[config.mk]
export PLATFORM = sky130hd
export DESIGN_NAME = field_packer_flat
export DESIGN_NICKNAME = d
export VERILOG_FILES = /design/src/rtl/field_packer_pkg.sv /design/src/rtl/field_packer_if.sv /design/src/rtl/field_pack_acc.sv /design/src/rtl/field_packer.sv /design/src/flat_wrapper.sv
export SDC_FILE = /design/constraint.sdc
export NUM_CORES = 1
export LEC_CHECK = 0
export ABC_AREA = 1
export BUFFER_PORTS_ARGS = -buffer_cell sky130_fd_sc_hd__clkbuf_2
export CORE_AREA = 2 2 56 58
export DETAILED_ROUTE_END_ITERATION = 16
export DIE_AREA = 0 0 58 60
export PLACE_DENSITY_LB_ADDON = 0.12
export SLEW_MARGIN = 10
export SYNTH_ARGS = -nofsm -noshare
export SYNTH_HDL_FRONTEND = slang
export SYNTH_SLANG_ARGS = --single-unit
[constraint.sdc]
create_clock -name Clk -period 2.1 [get_ports Clk]
set_input_delay 0.105 -clock Clk [delete_from_list [all_inputs] [get_ports Clk]]
set_output_delay 0.105 -clock Clk [all_outputs]
set_load 0.01 [all_outputs]
[src/rtl/field_packer_pkg.sv]
// field_packer_pkg: shared widths and FSM state type for the field packer.
package field_packer_pkg;

  localparam int unsigned PACK_W     = 8;
  localparam int unsigned PACK_F     = 5;
  // Bit counter must represent 0..2W inclusive.
  localparam int unsigned PACK_CNT_W = $clog2(2 * PACK_W + 1);

  typedef enum logic {
    PACK,
    FLUSH
  } packer_state_t;

endpackage

[src/rtl/field_packer_if.sv]
// field_packer_if: field-side and byte-side handshakes of the field packer.
// FIELD_PACKER_PARITY_EN adds ByteParity (even-parity XOR of ByteOut).
interface field_packer_if
  import field_packer_pkg::*;
  ();

  logic [PACK_F-1:0] FieldIn;
  logic              FieldValid;
  logic              FieldReady;
  logic              Flush;
  logic              FlushDone;
  logic [PACK_W-1:0] ByteOut;
  logic              ByteValid;
  logic              ByteReady;
`ifdef FIELD_PACKER_PARITY_EN
  logic              ByteParity;

  modport slave (
    input  FieldIn, FieldValid, Flush, ByteReady,
    output FieldReady, FlushDone, ByteOut, ByteValid, ByteParity
  );

  modport master (
    output FieldIn, FieldValid, Flush, ByteReady,
    input  FieldReady, FlushDone, ByteOut, ByteValid, ByteParity
  );
`else
  modport slave (
    input  FieldIn, FieldValid, Flush, ByteReady,
    output FieldReady, FlushDone, ByteOut, ByteValid
  );

  modport master (
    output FieldIn, FieldValid, Flush, ByteReady,
    input  FieldReady, FlushDone, ByteOut, ByteValid
  );
`endif

endinterface

[src/rtl/field_pack_acc.sv]
// field_pack_acc: MSB-aligned bit accumulator with push (insert field) and
// pop (remove top byte) strobes; both may fire in the same cycle.
module field_pack_acc
  import field_packer_pkg::*;
#(
  parameter int unsigned W     = PACK_W,
  parameter int unsigned F     = PACK_F,
  parameter int unsigned CNT_W = PACK_CNT_W
) (
  input  logic             clk_i,
  input  logic             rst_ni,
  input  logic             push_i,
  input  logic             pop_i,
  input  logic [F-1:0]     field_i,
  output logic [2*W-1:0]   acc_o,
  output logic [CNT_W-1:0] cnt_o
);

  logic [2*W-1:0]   acc_q, acc_d;
  logic [CNT_W-1:0] cnt_q, cnt_d;
  logic [2*W-1:0]   acc_shift;
  logic [2*W-1:0]   field_ins;
  logic [CNT_W-1:0] cnt_base;

  // Shift out the popped byte first, then OR the field in below the surviving
  // bits; a partial pop (fewer than W bits left) empties the count to zero.
  always_comb begin
    acc_shift = acc_q;
    cnt_base  = cnt_q;
    if (pop_i) begin
      acc_shift = acc_q << W;
      cnt_base  = (cnt_q >= CNT_W'(W)) ? (cnt_q - CNT_W'(W)) : '0;
    end
    field_ins = {field_i, {(2*W-F){1'b0}}} >> cnt_base;
    acc_d     = acc_shift;
    cnt_d     = cnt_base;
    if (push_i) begin
      acc_d = acc_shift | field_ins;
      cnt_d = cnt_base + CNT_W'(F);
    end
  end

  // Accumulator and bit-count registers.
  always_ff @(posedge clk_i or negedge rst_ni) begin
    if (!rst_ni) begin
      acc_q <= '0;
      cnt_q <= '0;
    end else begin
      acc_q <= acc_d;
      cnt_q <= cnt_d;
    end
  end

  assign acc_o = acc_q;
  assign cnt_o = cnt_q;

endmodule

[src/rtl/field_packer.sv]
// field_packer: packs F-bit fields MSB-first into W-bit bytes, with a flush
// that emits the zero-padded trailing byte. Optional FIELD_PACKER_PARITY_EN
// drives ByteParity = ^ByteOut.
module field_packer
  import field_packer_pkg::*;
(
  input  logic           Clk,
  input  logic           Reset,
  field_packer_if.slave  bus
);

  localparam int unsigned W     = PACK_W;
  localparam int unsigned F     = PACK_F;
  localparam int unsigned CNT_W = PACK_CNT_W;

  packer_state_t    state_q, state_d;
  logic [2*W-1:0]   acc;
  logic [CNT_W-1:0] bit_cnt;
  logic             field_ready;
  logic             byte_valid;
  logic             flush_done;
  logic             push;
  logic             pop;

  field_pack_acc #(
    .W     (W),
    .F     (F),
    .CNT_W (CNT_W)
  ) u_acc (
    .clk_i   (Clk),
    .rst_ni  (Reset),
    .push_i  (push),
    .pop_i   (pop),
    .field_i (bus.FieldIn),
    .acc_o   (acc),
    .cnt_o   (bit_cnt)
  );

  // Handshake qualifiers derived only from registered state.
  always_comb begin
    field_ready = (state_q == PACK) && (bit_cnt <= CNT_W'(2*W-F));
    byte_valid  = (bit_cnt >= CNT_W'(W)) || ((state_q == FLUSH) && (bit_cnt != '0));
    flush_done  = (state_q == FLUSH) && (bit_cnt == '0);
    push        = bus.FieldValid && field_ready;
    pop         = byte_valid && bus.ByteReady;
  end

  // FSM state register.
  always_ff @(posedge Clk or negedge Reset) begin
    if (!Reset) state_q <= PACK;
    else        state_q <= state_d;
  end

  // FSM next state: enter FLUSH on request, leave once the accumulator is empty.
  always_comb begin
    state_d = state_q;
    case (state_q)
      PACK:    if (bus.Flush)       state_d = FLUSH;
      FLUSH:   if (bit_cnt == '0)   state_d = PACK;
      default:                      state_d = PACK;
    endcase
  end

  assign bus.FieldReady = field_ready;
  assign bus.ByteValid  = byte_valid;
  assign bus.FlushDone  = flush_done;
  assign bus.ByteOut    = acc[2*W-1:W];
`ifdef FIELD_PACKER_PARITY_EN
  assign bus.ByteParity = ^acc[2*W-1:W];
`endif

endmodule

[src/flat_wrapper.sv]
// flat-port wrapper written by rule: the top's interface ports become plain ports
module field_packer_flat import field_packer_pkg::*;
  (Clk, Reset, bus_FieldIn, bus_FieldValid, bus_Flush, bus_ByteReady, bus_FieldReady, bus_FlushDone, bus_ByteOut, bus_ByteValid);
  field_packer_if bus_i ();
  input  logic Clk;
  input  logic Reset;
  input wire logic [$bits(bus_i.FieldIn)-1:0] bus_FieldIn;
  input wire logic [$bits(bus_i.FieldValid)-1:0] bus_FieldValid;
  input wire logic [$bits(bus_i.Flush)-1:0] bus_Flush;
  input wire logic [$bits(bus_i.ByteReady)-1:0] bus_ByteReady;
  output wire logic [$bits(bus_i.FieldReady)-1:0] bus_FieldReady;
  output wire logic [$bits(bus_i.FlushDone)-1:0] bus_FlushDone;
  output wire logic [$bits(bus_i.ByteOut)-1:0] bus_ByteOut;
  output wire logic [$bits(bus_i.ByteValid)-1:0] bus_ByteValid;
  assign bus_i.FieldIn = bus_FieldIn;
  assign bus_i.FieldValid = bus_FieldValid;
  assign bus_i.Flush = bus_Flush;
  assign bus_i.ByteReady = bus_ByteReady;
  assign bus_FieldReady = bus_i.FieldReady;
  assign bus_FlushDone = bus_i.FlushDone;
  assign bus_ByteOut = bus_i.ByteOut;
  assign bus_ByteValid = bus_i.ByteValid;
  field_packer u_core (.Clk(Clk), .Reset(Reset), .bus(bus_i));
endmodule
==> results of run 1 <==
power by group through the flow:
stage | combinational, mW | clock, mW | sequential (mW)
3_3_place_gp | 1.39 | 0 | 0.657
3_5_place_dp | 1.40 | 0 | 0.664
5_1_grt | 1.58 | 0.347 | 0.672
6_report | 1.40 | 0.322 | 0.653
2_1_floorplan | 1.17 | 0 | 0.655
4_1_cts | 1.41 | 0.339 | 0.654
critical path, delay by kind of cell (launching register included):
kind | cells | cell delay (ns)
buffers and inverters | 1 | 0.13
AO/OA/AOI/OAI | 1 | 0.07
flip-flops | 1 | 0.43
AND/OR/NAND/NOR | 7 | 0.87
adder cells (fa/ha/maj) | 1 | 0.29
per-stage QoR:
step           utilization [%]  cell area (sq um)
6_report                  58.1               1690
5_1_grt                   58.1               1690
4_1_cts                   58.1               1690
3_5_place_dp              55.9               1620
3_3_place_gp              55.9               1620
2_1_floorplan                -               1540
layout make-up:
cell class / count / share of cell area (%)
clock buffer: 3 / 1.34
clock inverter: 1 / 1.78
inverter: 18 / 4.16
multi-input combinational: 144 / 50.2
sequential: 22 / 32.7
tap: 33 / 2.45
timing repair buffer: 23 / 7.42
registers in the layout, indices dropped and copies added, names as in the netlist:
register	count
u_core.u_acc.cnt_o	5
u_core.u_acc.acc_o	16
u_core.state_q	1
layout by cell type, fill, tap and decap left out, types with 2 or more instances in the layout:
master / instances
nand3b_1: 2
nand3_1: 27
o21ai_1: 4
nand4_1: 2
o21bai_2: 2
inv_2: 5
nand2_2: 3
nand3_4: 2
clkbuf_2: 20
nand2_4: 3
buf_4: 2
a21oi_1: 2
mux2i_1: 4
nand3_2: 3
nor2_4: 2
nand2_1: 63
dfrtp_1: 22
xor2_1: 2
clkbuf_4: 3
ha_1: 2
nor2_1: 10
inv_1: 12
path summary, 6_finish.rpt:
check / from / to / depth (start not counted)
setup / recovery: u_core.u_acc.cnt_o[4] / u_core.u_acc.acc_o[14] / 10
hold / removal: bus_Flush / u_core.state_q / 3
setup reg to reg: u_core.u_acc.cnt_o[4] / u_core.u_acc.acc_o[14] / 10
hold reg to reg: u_core.u_acc.acc_o[2] / u_core.u_acc.acc_o[2] / 2
max in group asynchronous: Reset / u_core.u_acc.acc_o[2] / 2
min in group asynchronous: Reset / u_core.state_q / 2
routing by layer:
layer	up-vias	global-route usage, %	part of all wire (%)
met5	-	0	0
met4	0	7.31	1.1
met3	4	1.95	3.4
met2	29	30.5	45
met1	575	27.1	50
li1	660	-	-
logic make-up after synthesis:
logic type                 count (synthesis)  synth area share, %
AOI/OAI and AO/OA                         13                 6.82
xor gates and xnor gates                   2                 1.14
muxes                                      4                 2.60
and+or+nand+nor                          123                 42.7
DFF                                       22                 35.7
buffers and inverters                     28                 9.42
adders and majority gates                  2                 1.62
repair_timing:
| action | in CTS | in global routing |
|---|---|---|
| gates resized for setup | 0 | 0 |
| buffers inserted | 0 | 0 |
| hold buffers | 1 | 0 |
| endpoints found under the hold margin | 22 | 0 |
==> impl_metrics.yaml, run 1 <==
route:
  drt-total-wl_um: 2920
  ant_nets: 0
  vias: 1268
  drtIter0Drc: 53
  wl_per_cell_um: 12.0
  via_per_inst: 5.20
  drcViolationCount: 0
  first_pass_iters: 4
power:
  p_leak_nw: 0.938
  intPower_mw: 1.25
  swShare_pct: 47.5
  power_density_nw_per_um2: 1410
  p_clk_share_pct: 13.6
  p_sw_mw: 1.13
  p_comb_share_pct: 58.9
  finalPower_mw: 2.37
  seq_power_share_pct: 27.5
  vdd_drop_max_v: 0.00105
setup_path:
  worstSetupPathType: "flop to flop"
  startpoint_type: "flop"
  regToRegSetupSlack_ns: 0.24
  crit_chain: "inv_1 -> ha_1 -> nand4_4 -> nand2_4 -> nand2_1 -> nand2_1 -> nand2_1 -> nor2_1 -> nand2_1 -> o21ai_1"
  cp-end-kind: "flop"
  cp_max_fo: 10
  slowest_delay_ns: 0.43
  cp_common_cell: "nand2_1"
  crit_arrival_ns: 2.10
  required_ns: 2.34
  cp_slowest_cell: "dfrtp_1"
floorplanning:
  die_width_um: 58
  core_sq_um: 2900
  initial_core_util_pct: 53.1
  rows: 20
  ios: 21
  die_h_um: 60
  dieArea_sq_um: 3480
finish:
  areaGrowthSynthToFinish_pct: 9.33
  multi_input_area_sq_um: 846
  insertedDiodeCount: 0
  fin_nets: 224
  fin_cells: 244
  drive_gt1_share_pct: 26.1
  seqCellArea_sq_um: 551
  fill_cells: 277
timing:
  report.final.slew_viol_count: 0
  setup_viol: 0
  worst_slew_pin_slew_ns: 0.548
  finalHoldViolCount: 0
  worst_hold_slack_ns: 0.0137
  finalSetupTns_ns: 0
  skew_ns: 0.00219
  relSlewSlack_pct: 63.4
  final.setup.worst_slack_ns: 0.244
  layout_min_cycle_time_ns: 1.86
  post-route-period-util_pct: 88.4
  fmax_mhz: 539
  rsz0062_at_grt: "false"
yosys:
  yosysMostFrequentCell: "nand2_1"
  syn_inst: 194
  synth_async_sr_flop_share_pct: 100
  ys_ff_latch: 22
  synth_flop_cell: "dfrtp_1"
  ys_seq_area_share_pct: 35.7
  yosysTopAreaCellShare_pct: 35.7
  ys_types: 34
  synth_edf_count: 0
  synth_warnings: 0
  syn_area_per_cell_sq_um: 7.95
  synth_top_area_cell: "dfrtp_1"
  synthTopCellsByArea: "dfrtp_1, nand2_1, nand3_1"
  syn-num-nets: 206
  netlist_area_sq_um: 1540
  synth_common_cells: "nand2_1, nand3_1, dfrtp_1"
placement:
  dp_hpwl_um: 2310
  io_buffers: 20
  gp_congestion: 0.889
  dp.cells: 239
  place_ws_ns: 0.290
cts:
  clock-sinks: 22
  cts_tree: "built"
  numCtsBuffers: 3
  clk_latency_ns: 0.31
  clockBufferDepth: 2
  root_buffer: "clkbuf_4"
  clk_pin_slew_worst_paths_ns: 0.12
  cts_max_level: 1
global_route:
  grt_pass1_vias: 1195
  antenna_found_initial: 0
  grt_max_degree: 23
  grtUsageTotal_pct: 19.2
  grt_pass1_wl_um: 5160
  overflow: 0
min_path:
  min_path_type: "input pin to flop"
flow_run:
  maxCapViolations: 0
run_status:
  status: "complete, no violations"
No activity file was read; power rests on OpenSTA's default activity.
==> inputs of run 2 (changes only) <==
--- a/config.mk
+++ b/config.mk
@@ -5,7 +5,6 @@
 export SDC_FILE = /design/constraint.sdc
 export NUM_CORES = 1
 export LEC_CHECK = 0
-export ABC_AREA = 1
 export BUFFER_PORTS_ARGS = -buffer_cell sky130_fd_sc_hd__clkbuf_2
 export CORE_AREA = 2 2 56 58
 export DETAILED_ROUTE_END_ITERATION = 16
==> impl_metrics.yaml, run 2 <==
run_status:
  status: "complete, no violations"
finish:
  drive_gt1_share_pct: 24.3
  largest_register_ffs: 16
  areaGrowthSynthToFinish_pct: 8.23
  final_cell_mix: "dfrtp_1, clkbuf_2, nand2_1, mux2i_1"
  final_core_util_pct: 57.8
  fill_cells: 272
  insertedDiodeCount: 0
  fin_nets: 190
  layout_commonest_cell: "dfrtp_1"
timing:
  post-route-period-util_pct: 93.6
  layout_min_cycle_time_ns: 1.97
  worst_slew_pin_slew_ns: 0.555
  report.final.slew_viol_count: 0
  rsz0062_at_grt: "false"
  setup_viol: 0
  skew_ns: 0.00323
  fmax_mhz: 509
  finalSetupTns_ns: 0
  relSlewSlack_pct: 63.0
  finalHoldViolCount: 0
setup_path:
  regToRegSetupSlack_ns: 0.13
  required_ns: 2.35
  rr_startpoint: "u_core.u_acc.cnt_o[4]"
  startpoint_type: "flop"
  reg2regPathDepth: 7
  crit_arrival_ns: 2.22
  cp-end-kind: "flop"
  crit_buf_inv: 1
  reg2reg_to: "u_core.u_acc.acc_o[4]"
  critPathTopFamily: "compound AO/OA/AOI/OAI gates"
  slowest_delay_ns: 0.45
  cp_slowest_cell: "dfrtp_1"
  worstSetupPathType: "flop to flop"
  cp_common_cell: "o21ai_0"
  crit_chain: "inv_1 -> ha_2 -> nand3_2 -> and2_2 -> a311oi_1 -> o21ai_0 -> o21ai_0"
  cp_max_fo: 9
cts:
  cts_tree: "built"
  clk_pin_slew_worst_paths_ns: 0.12
  clock-sinks: 22
  clk_latency_ns: 0.32
  root_buffer: "clkbuf_4"
  numCtsBuffers: 3
  cts_max_level: 1
  clockBufferDepth: 2
yosys:
  synth_edf_count: 0
  syn_inst: 162
  yosysTopAreaCellShare_pct: 35.5
  syn-num-nets: 174
  synth_flop_cell: "dfrtp_1"
  netlist_area_sq_um: 1550
  synth_async_sr_flop_share_pct: 100
  ys_ff_latch: 22
  synth_common_cells: "dfrtp_1, nand2_1, mux2i_1"
  synthTopCellsByArea: "dfrtp_1, mux2i_1, buf_4"
  synth_top_area_cell: "dfrtp_1"
  yosysMostFrequentCell: "dfrtp_1"
  ys_seq_area_share_pct: 35.5
  syn_area_per_cell_sq_um: 9.58
  ys_types: 49
  synth_warnings: 0
power:
  p_leak_nw: 0.773
  power_density_nw_per_um2: 1280
  vdd_drop_max_v: 0.000872
placement:
  io_buffers: 20
  gp_congestion: 0.890
  dp_hpwl_um: 2440
route:
  drcViolationCount: 0
  drt-total-wl_um: 3330
  via_per_inst: 6.00
  first_pass_iters: 4
  vias: 1261
  wl_per_cell_um: 15.8
  drtIter0Drc: 53
  ant_nets: 0
global_route:
  grt_pass1_vias: 1182
  grtUsageTotal_pct: 21.0
  grt_pass1_wl_um: 5530
  grt_max_degree: 23
  antenna_found_initial: 0
  overflow: 0
min_path:
  min_path_type: "input pin to flop"
  whs_endpoint: "u_core.u_acc.acc_o[11]"
  hold_depth: 3
  holdCritStartpoint: "bus_FieldIn[0]"
floorplanning:
  die_h_um: 60
  initial_core_util_pct: 53.4
  ios: 21
  dieArea_sq_um: 3480
  core_sq_um: 2900
  rows: 20
  die_width_um: 58
flow_run:
  maxCapViolations: 0
==> run 2: per-stage QoR <==
stage	hold WS (ns)	total power, mW	worst slack (ns)	std cells	cell area [sq um]
final	0.189	2.16	0.134	210	1680
after global routing	0.203	2.32	0.00121	210	1680
after CTS	0.174	2.15	0.0787	210	1680
after detailed placement	0.118	1.90	0.0184	204	1610
after global placement	0.104	1.87	0.148	204	1610
after floorplan	-0.191	1.67	0.245	162	1550
==> run 2: cell families (layout without fill, tap and decap cells) <==
group | count (synthesis) | after routing | synth area share, %
simple gates | 51 | 51 | 19.2
compound gates | 45 | 45 | 20.8
flops | 22 | 22 | 35.5
buf+inv | 21 | 36 | 8.71
mux | 17 | 17 | 11.9
xor+xnor | 4 | 4 | 2.26
fa+ha+maj | 2 | 2 | 1.61
==> run 2: cell type report <==
type | count | area, sq um | area share (%)
Tap cell | 33 | 41.3 | 2.46
Inverter | 5 | 18.8 | 1.12
Sequential cell | 22 | 551 | 32.8
Timing Repair Buffer | 27 | 158 | 9.39
Clock buffer | 4 | 36.3 | 2.16
Multi-Input combinational cell | 119 | 875 | 52.1
==> run 2: power by group <==
group / internal, mW / leakage [nW] / total, mW / switching [mW]
registers: 0.548 / 0.294 / 0.669 / 0.121
logic: 0.531 / 0.458 / 1.25 / 0.714
clock network: 0.106 / 0.0210 / 0.241 / 0.134
total: 1.19 / 0.773 / 2.16 / 0.970
==> run 2: worst reg2reg max path, cell delays in order (launching register included) <==
cell and delay, ns:
dfrtp_1 0.45, inv_1 0.13, ha_2 0.25, nand3_2 0.18
and2_2 0.29, a311oi_1 0.26, o21ai_0 0.17, o21ai_0 0.17
==> run 2: timing repair <==
item,CTS,global route
hold buffers,2,0
setup endpoints to repair,2,3
buffers inserted,0,0
gates resized for setup,1,3
endpoints found under the hold margin,23,0
==> run 2: routing by layer <==
metal / routed length (um) / global-route usage [%]
met5: 0 / 0
met4: 51 / 9.97
met3: 100 / 2.81
met2: 1690 / 35.4
met1: 1480 / 26.6
==> run 2: how the worst max path moves through the flow <==
stage / slack [ns] / start / cells past startpoint / to
floorplan: 0.25 / u_core.u_acc.cnt_o[3] / 8 / u_core.u_acc.acc_o[4]
global placement: 0.15 / u_core.u_acc.cnt_o[4] / 7 / u_core.u_acc.acc_o[4]
detailed placement: 0.02 / u_core.u_acc.cnt_o[4] / 7 / u_core.u_acc.acc_o[4]
CTS: 0.08 / u_core.u_acc.cnt_o[4] / 7 / u_core.u_acc.acc_o[4]
global route: 0.001 / u_core.u_acc.cnt_o[4] / 7 / u_core.u_acc.acc_o[4]
finish: 0.13 / u_core.u_acc.cnt_o[4] / 7 / u_core.u_acc.acc_o[4]
